`src/rtl/fetch_unit_if.sv`:
```
// Fetch unit bus: instruction-memory req/ack port, decoder valid/ready port,
// execute-stage redirect and the stall counter observation port.
interface fetch_unit_if;
  logic        mem_req;
  logic [15:0] mem_addr;
  logic        mem_ack;
  logic [15:0] mem_rdata;
  logic        instr_valid;
  logic        instr_ready;
  logic [31:0] instruction;
  logic [15:0] pc_out;
  logic        redirect;
  logic [15:0] redirect_pc;
  logic [15:0] fetch_stalls;

  // The fetch unit drives the master side.
  modport master (
    output mem_req, mem_addr, instr_valid, instruction, pc_out, fetch_stalls,
    input  mem_ack, mem_rdata, instr_ready, redirect, redirect_pc
  );

  // Memory, decoder and execute stage together form the slave side.
  modport slave (
    input  mem_req, mem_addr, instr_valid, instruction, pc_out, fetch_stalls,
    output mem_ack, mem_rdata, instr_ready, redirect, redirect_pc
  );
endinterface

```
`src/rtl/fetch_unit.sv`:
```
// Instruction fetch front-end: two 16-bit reads per 32-bit instruction, PC and redirects.
// Optional stall counter enabled by defining FETCH_STALL_CNT_EN.
module fetch_unit #(
  parameter logic [15:0] RESET_PC = 16'h0000
) (
  input  logic         clk,
  input  logic         rst_n,
  fetch_unit_if.master bus
);

  localparam logic [15:0] RST_PC = RESET_PC & 16'hFFFE;

  typedef enum logic [1:0] {IDLE, FETCH_HI, FETCH_LO, HOLD} state_t;

  state_t      r_state, w_state_nx;
  logic [15:0] r_pc, w_pc_nx;
  logic [15:0] r_addr, w_addr_nx;
  logic        r_drop, w_drop_nx;
  logic [31:0] r_instr;
  logic        w_ld_hi, w_ld_lo;
  logic        w_fetching;
  logic [15:0] w_tgt;

  assign w_tgt      = bus.redirect_pc & 16'hFFFE;
  assign w_fetching = (r_state == FETCH_HI) || (r_state == FETCH_LO);

  always_comb begin
    // NOTE: every output of this block gets a default first, so no path can infer a latch.
    w_state_nx = r_state;
    w_pc_nx    = r_pc;
    w_addr_nx  = r_addr;
    w_drop_nx  = r_drop;
    w_ld_hi    = 1'b0;
    w_ld_lo    = 1'b0;

    case (r_state)
      IDLE: begin
        if (bus.redirect) w_pc_nx = w_tgt;
        w_state_nx = FETCH_HI;
      end
      FETCH_HI, FETCH_LO: begin
        if (bus.mem_ack) begin
          if (bus.redirect || r_drop) begin
            if (bus.redirect) w_pc_nx = w_tgt;
            w_drop_nx  = 1'b0;
            w_state_nx = FETCH_HI;
          end else if (r_state == FETCH_HI) begin
            w_ld_hi    = 1'b1;
            w_state_nx = FETCH_LO;
          end else begin
            w_ld_lo    = 1'b1;
            w_state_nx = HOLD;
          end
        end else if (bus.redirect) begin
          // The outstanding read keeps its address; its data is dropped on ack.
          w_pc_nx   = w_tgt;
          w_drop_nx = 1'b1;
        end
      end
      HOLD: begin
        if (bus.redirect) begin
          w_pc_nx    = w_tgt;
          w_state_nx = FETCH_HI;
        end else if (bus.instr_ready) begin
          w_pc_nx    = r_pc + 16'd2;
          w_state_nx = FETCH_HI;
        end
      end
      default: w_state_nx = IDLE;
    endcase

    // A new read starts whenever we enter a fetch state without one in flight.
    if ((w_state_nx == FETCH_HI || w_state_nx == FETCH_LO) && (!w_fetching || bus.mem_ack))
      w_addr_nx = (w_state_nx == FETCH_LO) ? w_pc_nx + 16'd1 : w_pc_nx;
  end

  always_ff @(posedge clk or negedge rst_n) begin
    // NOTE: sequential state uses non-blocking assignments so all registers see pre-edge values.
    if (!rst_n) begin
      r_state <= IDLE;
      r_pc    <= RST_PC;
      r_addr  <= RST_PC;
      r_drop  <= 1'b0;
      r_instr <= 32'h0000_0000;
    end else begin
      r_state <= w_state_nx;
      r_pc    <= w_pc_nx;
      r_addr  <= w_addr_nx;
      r_drop  <= w_drop_nx;
      if (w_ld_hi) r_instr[31:16] <= bus.mem_rdata;
      if (w_ld_lo) r_instr[15:0]  <= bus.mem_rdata;
    end
  end

`ifdef FETCH_STALL_CNT_EN
  logic [15:0] r_stalls;

  // Only the fetch states have instr_valid low outside IDLE.
  always_ff @(posedge clk or negedge rst_n) begin
    if (!rst_n)
      r_stalls <= 16'h0000;
    else if (w_fetching && (r_stalls != 16'hFFFF))
      r_stalls <= r_stalls + 16'd1;
  end

  assign bus.fetch_stalls = r_stalls;
`else
  assign bus.fetch_stalls = 16'h0000;
`endif

  assign bus.mem_req     = w_fetching;
  assign bus.mem_addr    = r_addr;
  assign bus.instr_valid = (r_state == HOLD);
  assign bus.instruction = r_instr;
  assign bus.pc_out      = r_pc;

endmodule

```
`src/flat_wrapper.sv`:
```
// flat-port wrapper written by rule: the top's interface ports become plain ports
module fetch_unit_flat 
#(
  parameter logic [15:0] RESET_PC = 16'h0000
)
  (clk, rst_n, bus_mem_req, bus_mem_addr, bus_instr_valid, bus_instruction, bus_pc_out, bus_fetch_stalls, bus_mem_ack, bus_mem_rdata, bus_instr_ready, bus_redirect, bus_redirect_pc);
  fetch_unit_if bus_i ();
  input  logic clk;
  input  logic rst_n;
  output wire logic [$bits(bus_i.mem_req)-1:0] bus_mem_req;
  output wire logic [$bits(bus_i.mem_addr)-1:0] bus_mem_addr;
  output wire logic [$bits(bus_i.instr_valid)-1:0] bus_instr_valid;
  output wire logic [$bits(bus_i.instruction)-1:0] bus_instruction;
  output wire logic [$bits(bus_i.pc_out)-1:0] bus_pc_out;
  output wire logic [$bits(bus_i.fetch_stalls)-1:0] bus_fetch_stalls;
  input wire logic [$bits(bus_i.mem_ack)-1:0] bus_mem_ack;
  input wire logic [$bits(bus_i.mem_rdata)-1:0] bus_mem_rdata;
  input wire logic [$bits(bus_i.instr_ready)-1:0] bus_instr_ready;
  input wire logic [$bits(bus_i.redirect)-1:0] bus_redirect;
  input wire logic [$bits(bus_i.redirect_pc)-1:0] bus_redirect_pc;
  assign bus_mem_req = bus_i.mem_req;
  assign bus_mem_addr = bus_i.mem_addr;
  assign bus_instr_valid = bus_i.instr_valid;
  assign bus_instruction = bus_i.instruction;
  assign bus_pc_out = bus_i.pc_out;
  assign bus_fetch_stalls = bus_i.fetch_stalls;
  assign bus_i.mem_ack = bus_mem_ack;
  assign bus_i.mem_rdata = bus_mem_rdata;
  assign bus_i.instr_ready = bus_instr_ready;
  assign bus_i.redirect = bus_redirect;
  assign bus_i.redirect_pc = bus_redirect_pc;
  fetch_unit #(.RESET_PC(RESET_PC)) u_core (.clk(clk), .rst_n(rst_n), .bus(bus_i));
endmodule
```
`config.mk`:
```
export PLATFORM = sky130hd
export DESIGN_NAME = fetch_unit_flat
export DESIGN_NICKNAME = d
export VERILOG_FILES = /design/src/rtl/fetch_unit_if.sv /design/src/rtl/fetch_unit.sv /design/src/flat_wrapper.sv
export SDC_FILE = /design/constraint.sdc
export NUM_CORES = 1
export LEC_CHECK = 0
export CAP_MARGIN = 25
export CORE_MARGIN = 2
export CORE_UTILIZATION = 40
export CTS_CLUSTER_SIZE = 25
export DETAILED_ROUTE_END_ITERATION = 8
export GPL_ROUTABILITY_DRIVEN = 0
export HOLD_SLACK_MARGIN = 0.15
export PLACE_DENSITY = 0.78
export SYNTH_ARGS = -nofsm -noshare
export SYNTH_HDL_FRONTEND = slang
export SYNTH_SLANG_ARGS = --single-unit
```
`constraint.sdc`:
```
create_clock -name clk -period 5.5 [get_ports clk]
set_input_delay 0.55 -clock clk [delete_from_list [all_inputs] [get_ports clk]]
set_output_delay 0.55 -clock clk [all_outputs]
set_load 0.01 [all_outputs]
```
== Word level (Yosys, flattened, before mapping) ==
Index checks and enable logic that the tools add are counted.
Word-level totals
  memories: 0
  input bits: 37
  logic and storage cells: 48
  flip-flop bits (word level): 67
  output and inout bits: 82
  RAM bits: 0
  memory bits (read-only): 0
  latch bits: 0
Operators by class
  mux-type cells: 24
  bitwise operators: 0
  magnitude comparators: 0
  shift-type cells: 0
  add/sub/neg operators: 2
  eq/ne operators: 6
  reductions and logical operators: 10
  divide/modulo/power cells: 0
  multipliers: 0
Operator list (number)
  16-bit two-way mux: 6
  16-bit one-hot mux with 3 select lines: 1
  16-bit by 1-bit adder with 16-bit output (second input constant): 1
  16-bit by 2-bit adder with 16-bit output (second input constant): 1
  1-bit two-way mux: 12
  2-bit two-way mux: 4
  2-bit == test (second input constant): 3
  2-bit one-hot mux with 3 select lines: 1
  2-bit by 1-bit == test with 1-bit output (second input constant): 2
  1-bit logical OR: 4
  3-bit AND reduction: 1
  2-bit logical NOT: 1
  2-bit by 1-bit != test with 1-bit output (second input constant): 1
  2-bit nonzero test: 1
  2-bit OR reduction: 1
  1-bit logical AND: 1
  1-bit logical NOT: 1

== Longest topological paths before layout ==
  word-level depth: 8
  gate-level depth with buffers: 13

== Worst setup path before layout ==
Ideal clock, no wire load.
  path type: input to register
  from: input bus_redirect
  to: register u_core.r_addr[15] (netlist: u_core.bus.mem_addr[15])
  path buffers: 3
  slack: 2.431 ns
  arrival time: 2.945 ns
  stages: 12
  path through: buf_2 > buf_2 > buf_1 > nor2_1 > a31oi_1 > nor3_1 > ha_1 > and3_1 > nand4_4 > or2_4 > o31a_1 > o31a_1
On the way
  word-level cells in the longest chain between the ends: 7
RTL lines
  from (decl): RTL line flat_wrapper.sv:19  | input wire logic [$bits(bus_i.redirect)-1:0] bus_redirect;
  branches (longest 7 deep; another with 16-bit by 1-bit adder with 16-bit output)
  to (signal assigned): RTL line fetch_unit.sv:88  | r_addr <= w_addr_nx;
  to (decl): RTL line fetch_unit.sv:17  | logic [15:0] r_addr, w_addr_nx;
Parallel ways; which one is timed is not known.
A chain may end at the register's enable or synchronous reset.

== Final worst setup path ==
  from: input bus_redirect
  to: register u_core.r_addr[15] (netlist: u_core.bus.mem_addr[15])
RTL lines
  16-bit two-way mux or 1-bit logical OR (tied branches)
  16-bit two-way mux: RTL line fetch_unit.sv:43  | if (bus.redirect || r_drop) begin
  16-bit two-way mux: RTL line fetch_unit.sv:42  | if (bus.mem_ack) begin
  16-bit one-hot mux with 3 select lines (*): RTL line fetch_unit.sv:36  | case (r_state)
  net u_core.w_pc_nx[4]: RTL line fetch_unit.sv:16  | logic [15:0] r_pc, w_pc_nx;
  16-bit by 1-bit adder with 16-bit output (*): RTL line fetch_unit.sv:74  | w_addr_nx = (w_state_nx == FETCH_LO) ? w_pc_nx + 16'd1 : w_pc_nx;
  16-bit two-way mux (*): RTL line fetch_unit.sv:74
Mark *: on every way through the listed nets, which the timed path passes. The rest lies on a longest branch.

==> flow_summary.toml <==
[floorplan]
io-pin-count = 119
dieArea_um2 = 9850
die_width_um = 99.2
placementRows = 34
dieHeight_um = 99.2
core_area_um2 = 8760
start_util_pct = 41.4

[timing]
holdWs_ps = 399
setup_ws_ps = 1810
setup_tns_ps = 0
setup_viol = 0
maxSlewViolCount = 0
fin_skew_ps = 11.0
grt_setup_unrepaired = "no"
fin_crit_sh_pct = 67.1
finalCriticalPeriod_ps = 3690
hold_viol = 0
max_freq_mhz = 271
maxSlewHeadroom_pct = 34.9
worst_pin_slew_ps = 974

[status]
status = "finished clean"

[cts]
cts.sinks = 67
postCtsSetupBuffers = 0
clkLatencyLatePin_ps = 340
ctsResizeCount = 0
path_clk_slew_ps = 70
ctsRootBufferMaster = "clkbuf_8"
cts_hold_buf = 0
cts_buffers = 9
cts_tree = "built"
htree_levels = 3
clock_path_buffers = 2

[worst_setup_path]
critPathArrivalTime_ps = 3920
regToRegSetupSlack_ps = 2250
crit_type = "in -> reg"
crit_path_start_kind = "input pin"
endpoint_kind = "flop"
cp_max_fo = 28
required_ps = 5720

[grt]
grt_use_total_pct = 19.0
antenna_found_initial = 0
grt_max_degree = 68
grt_pass1_vias = 2969
overflow = 0
grt_pass1_wl_mm = 15.0

[synth]
synthMostInstantiatedCell = "dfrtp_1"
syn_area_per_cell_um2 = 10.6
yosysSeqAreaShare_pct = 46.2
synth-async-reset-ratio_pct = 100
synth_flop_cell = "dfrtp_1"
syn_inst = 343
ys_seq_elements = 67
syn_area_um2 = 3630
synthDistinctLibCells = 61
synth_edf_count = 0
ys.warnings.count = 0
synth_top_area_share_pct = 46.2
synth_area_leaders = "dfrtp_1 (46%), mux2_2 (9.9%), buf_4 (3.5%), o21ai_0 (3.2%), nand2_1 (2.9%)"
yosys.area.top_type = "dfrtp_1"
synth_top_cells_by_count = "dfrtp_1 (67), mux2_2 (32), nand2_1 (28)"

[detailed_routing]
dr.pass1.iters = 5
routedWlPerCell_um = 16.2
drt_iter0_drc = 188
route.final.wire_length_mm = 8.97
drc = 0
ant_nets = 0
via_per_inst = 5.33
num_vias = 2958

[power]
power_density_nw_per_um2 = 557
vdd_drop_max_uv = 264
power_uw = 2690
p_leak_uw = 0.00196

[placed_design]
hpwl_mm = 6.50
numPortBuffers = 101
pre_cts_ws_ps = 1460
dp.cells = 539

[cells_and_area]
final_cells = 555
antennaDiodeCount = 0
synthToLayoutAreaGrowth_pct = 33.1
nFillCells = 747
nets = 485
drive_above_1_share_pct = 15.7

[run]
maxCapViolations = 0

[worst_hold_path]
hp-class = "in -> async"
[placed cells by master, fill, tap and decap left out, types with 3 or more instances in the layout]
cell,synthesis,routed
clkdlybuf4s50_1,0,100
dfrtp_1,67,67
mux2_2,32,32
nand2_1,28,28
nor2_1,25,25
o21ai_0,23,23
conb_1,1,16
inv_1,12,12
nand3_1,11,11
clkbuf_8,0,11
nand4_1,8,8
xnor2_1,7,7
nor4_1,6,6
nor3_1,6,6
a21oi_1,6,6
ha_1,6,6
xor2_1,5,5
or3_1,4,4
mux2i_1,4,4
nand4b_1,3,3
o31a_1,3,3
or2_2,3,3
nand2b_1,3,3
and2_1,3,3
nor2b_1,3,3
and3_1,3,3
[metal layers]
metal  GRT usage (%)  up-vias  wire length, um
met1            24.3     1420             3710
met4            6.11        0              127
met3            7.80       14              947
met5               0        -                0
met2            29.4      126             4180
li1                -     1398                -
[report_power, final]
group          switching, uW  internal [uW]  leakage [uW]  total [uW]
combinational            694            727       0.00104        1420
sequential               170            728      0.000826         898
clock                    183            187     0.0000884         369
total                   1050           1640       0.00196        2690
[worst paths after layout]
path / from / end / cells past startpoint
worst max-delay path: bus_redirect / u_core.bus.mem_addr[15] / 8
worst min-delay path: rst_n / u_core.bus.mem_addr[13] / 2
worst max register to register: u_core.r_state[0] / u_core.bus.mem_addr[15] / 11
worst min register to register: u_core.bus.mem_addr[5] / u_core.bus.mem_addr[5] / 2
max in group asynchronous: rst_n / u_core.bus.pc_out[6] / 2
min in group clk: u_core.bus.mem_addr[5] / u_core.bus.mem_addr[5] / 2
[through the flow]
step / util [%] / cell area [um^2]
finish: 55.1 / 4830
floorplan: - / 3680
global route: 55.1 / 4830
CTS: 55.1 / 4830
detailed placement: 53.0 / 4650
global placement: 53.0 / 4650
[final cells by class]
type	instances	area [um^2]	share of cell area, %
inverters	12	45.0	0.933
well taps	108	135	2.80
flip-flops and latches	67	1680	34.7
repair buffers	103	1020	21.1
multi-input cells	249	1770	36.7
clock inverters	4	25.0	0.518
clock buffers	12	155	3.21
[state kept, by name, indices dropped and copies added, names as in the netlist]
register,cells
u_core.bus.instruction,32
u_core.r_drop,1
u_core.r_state,2
u_core.bus.mem_addr,16
u_core.bus.pc_out,16
[worst max-delay path: stages]
cell             delay [ps]
clkdlybuf4s50_1         920
inv_1                   730
o21ai_0                 270
a211oi_4                400
nand4_4                 200
or2_4                   300
o31a_1                  270
o31a_1                  270
[kinds of logic (layout without fill, tap and decap cells)]
family | Yosys count | after routing | share of synthesized area [%]
AND/OR/NAND/NOR | 122 | 122 | 19.4
flip-flops | 67 | 67 | 46.2
AO/OA/AOI/OAI | 56 | 56 | 11.4
buffers and inverters | 42 | 131 | 6.52
multiplexers | 37 | 37 | 11.5
XOR/XNOR | 12 | 12 | 2.90
adder cells (fa/ha/maj) | 6 | 6 | 2.07
other | 1 | 16 | 0.103
Note: power is estimated with default switching activity, not from simulation.
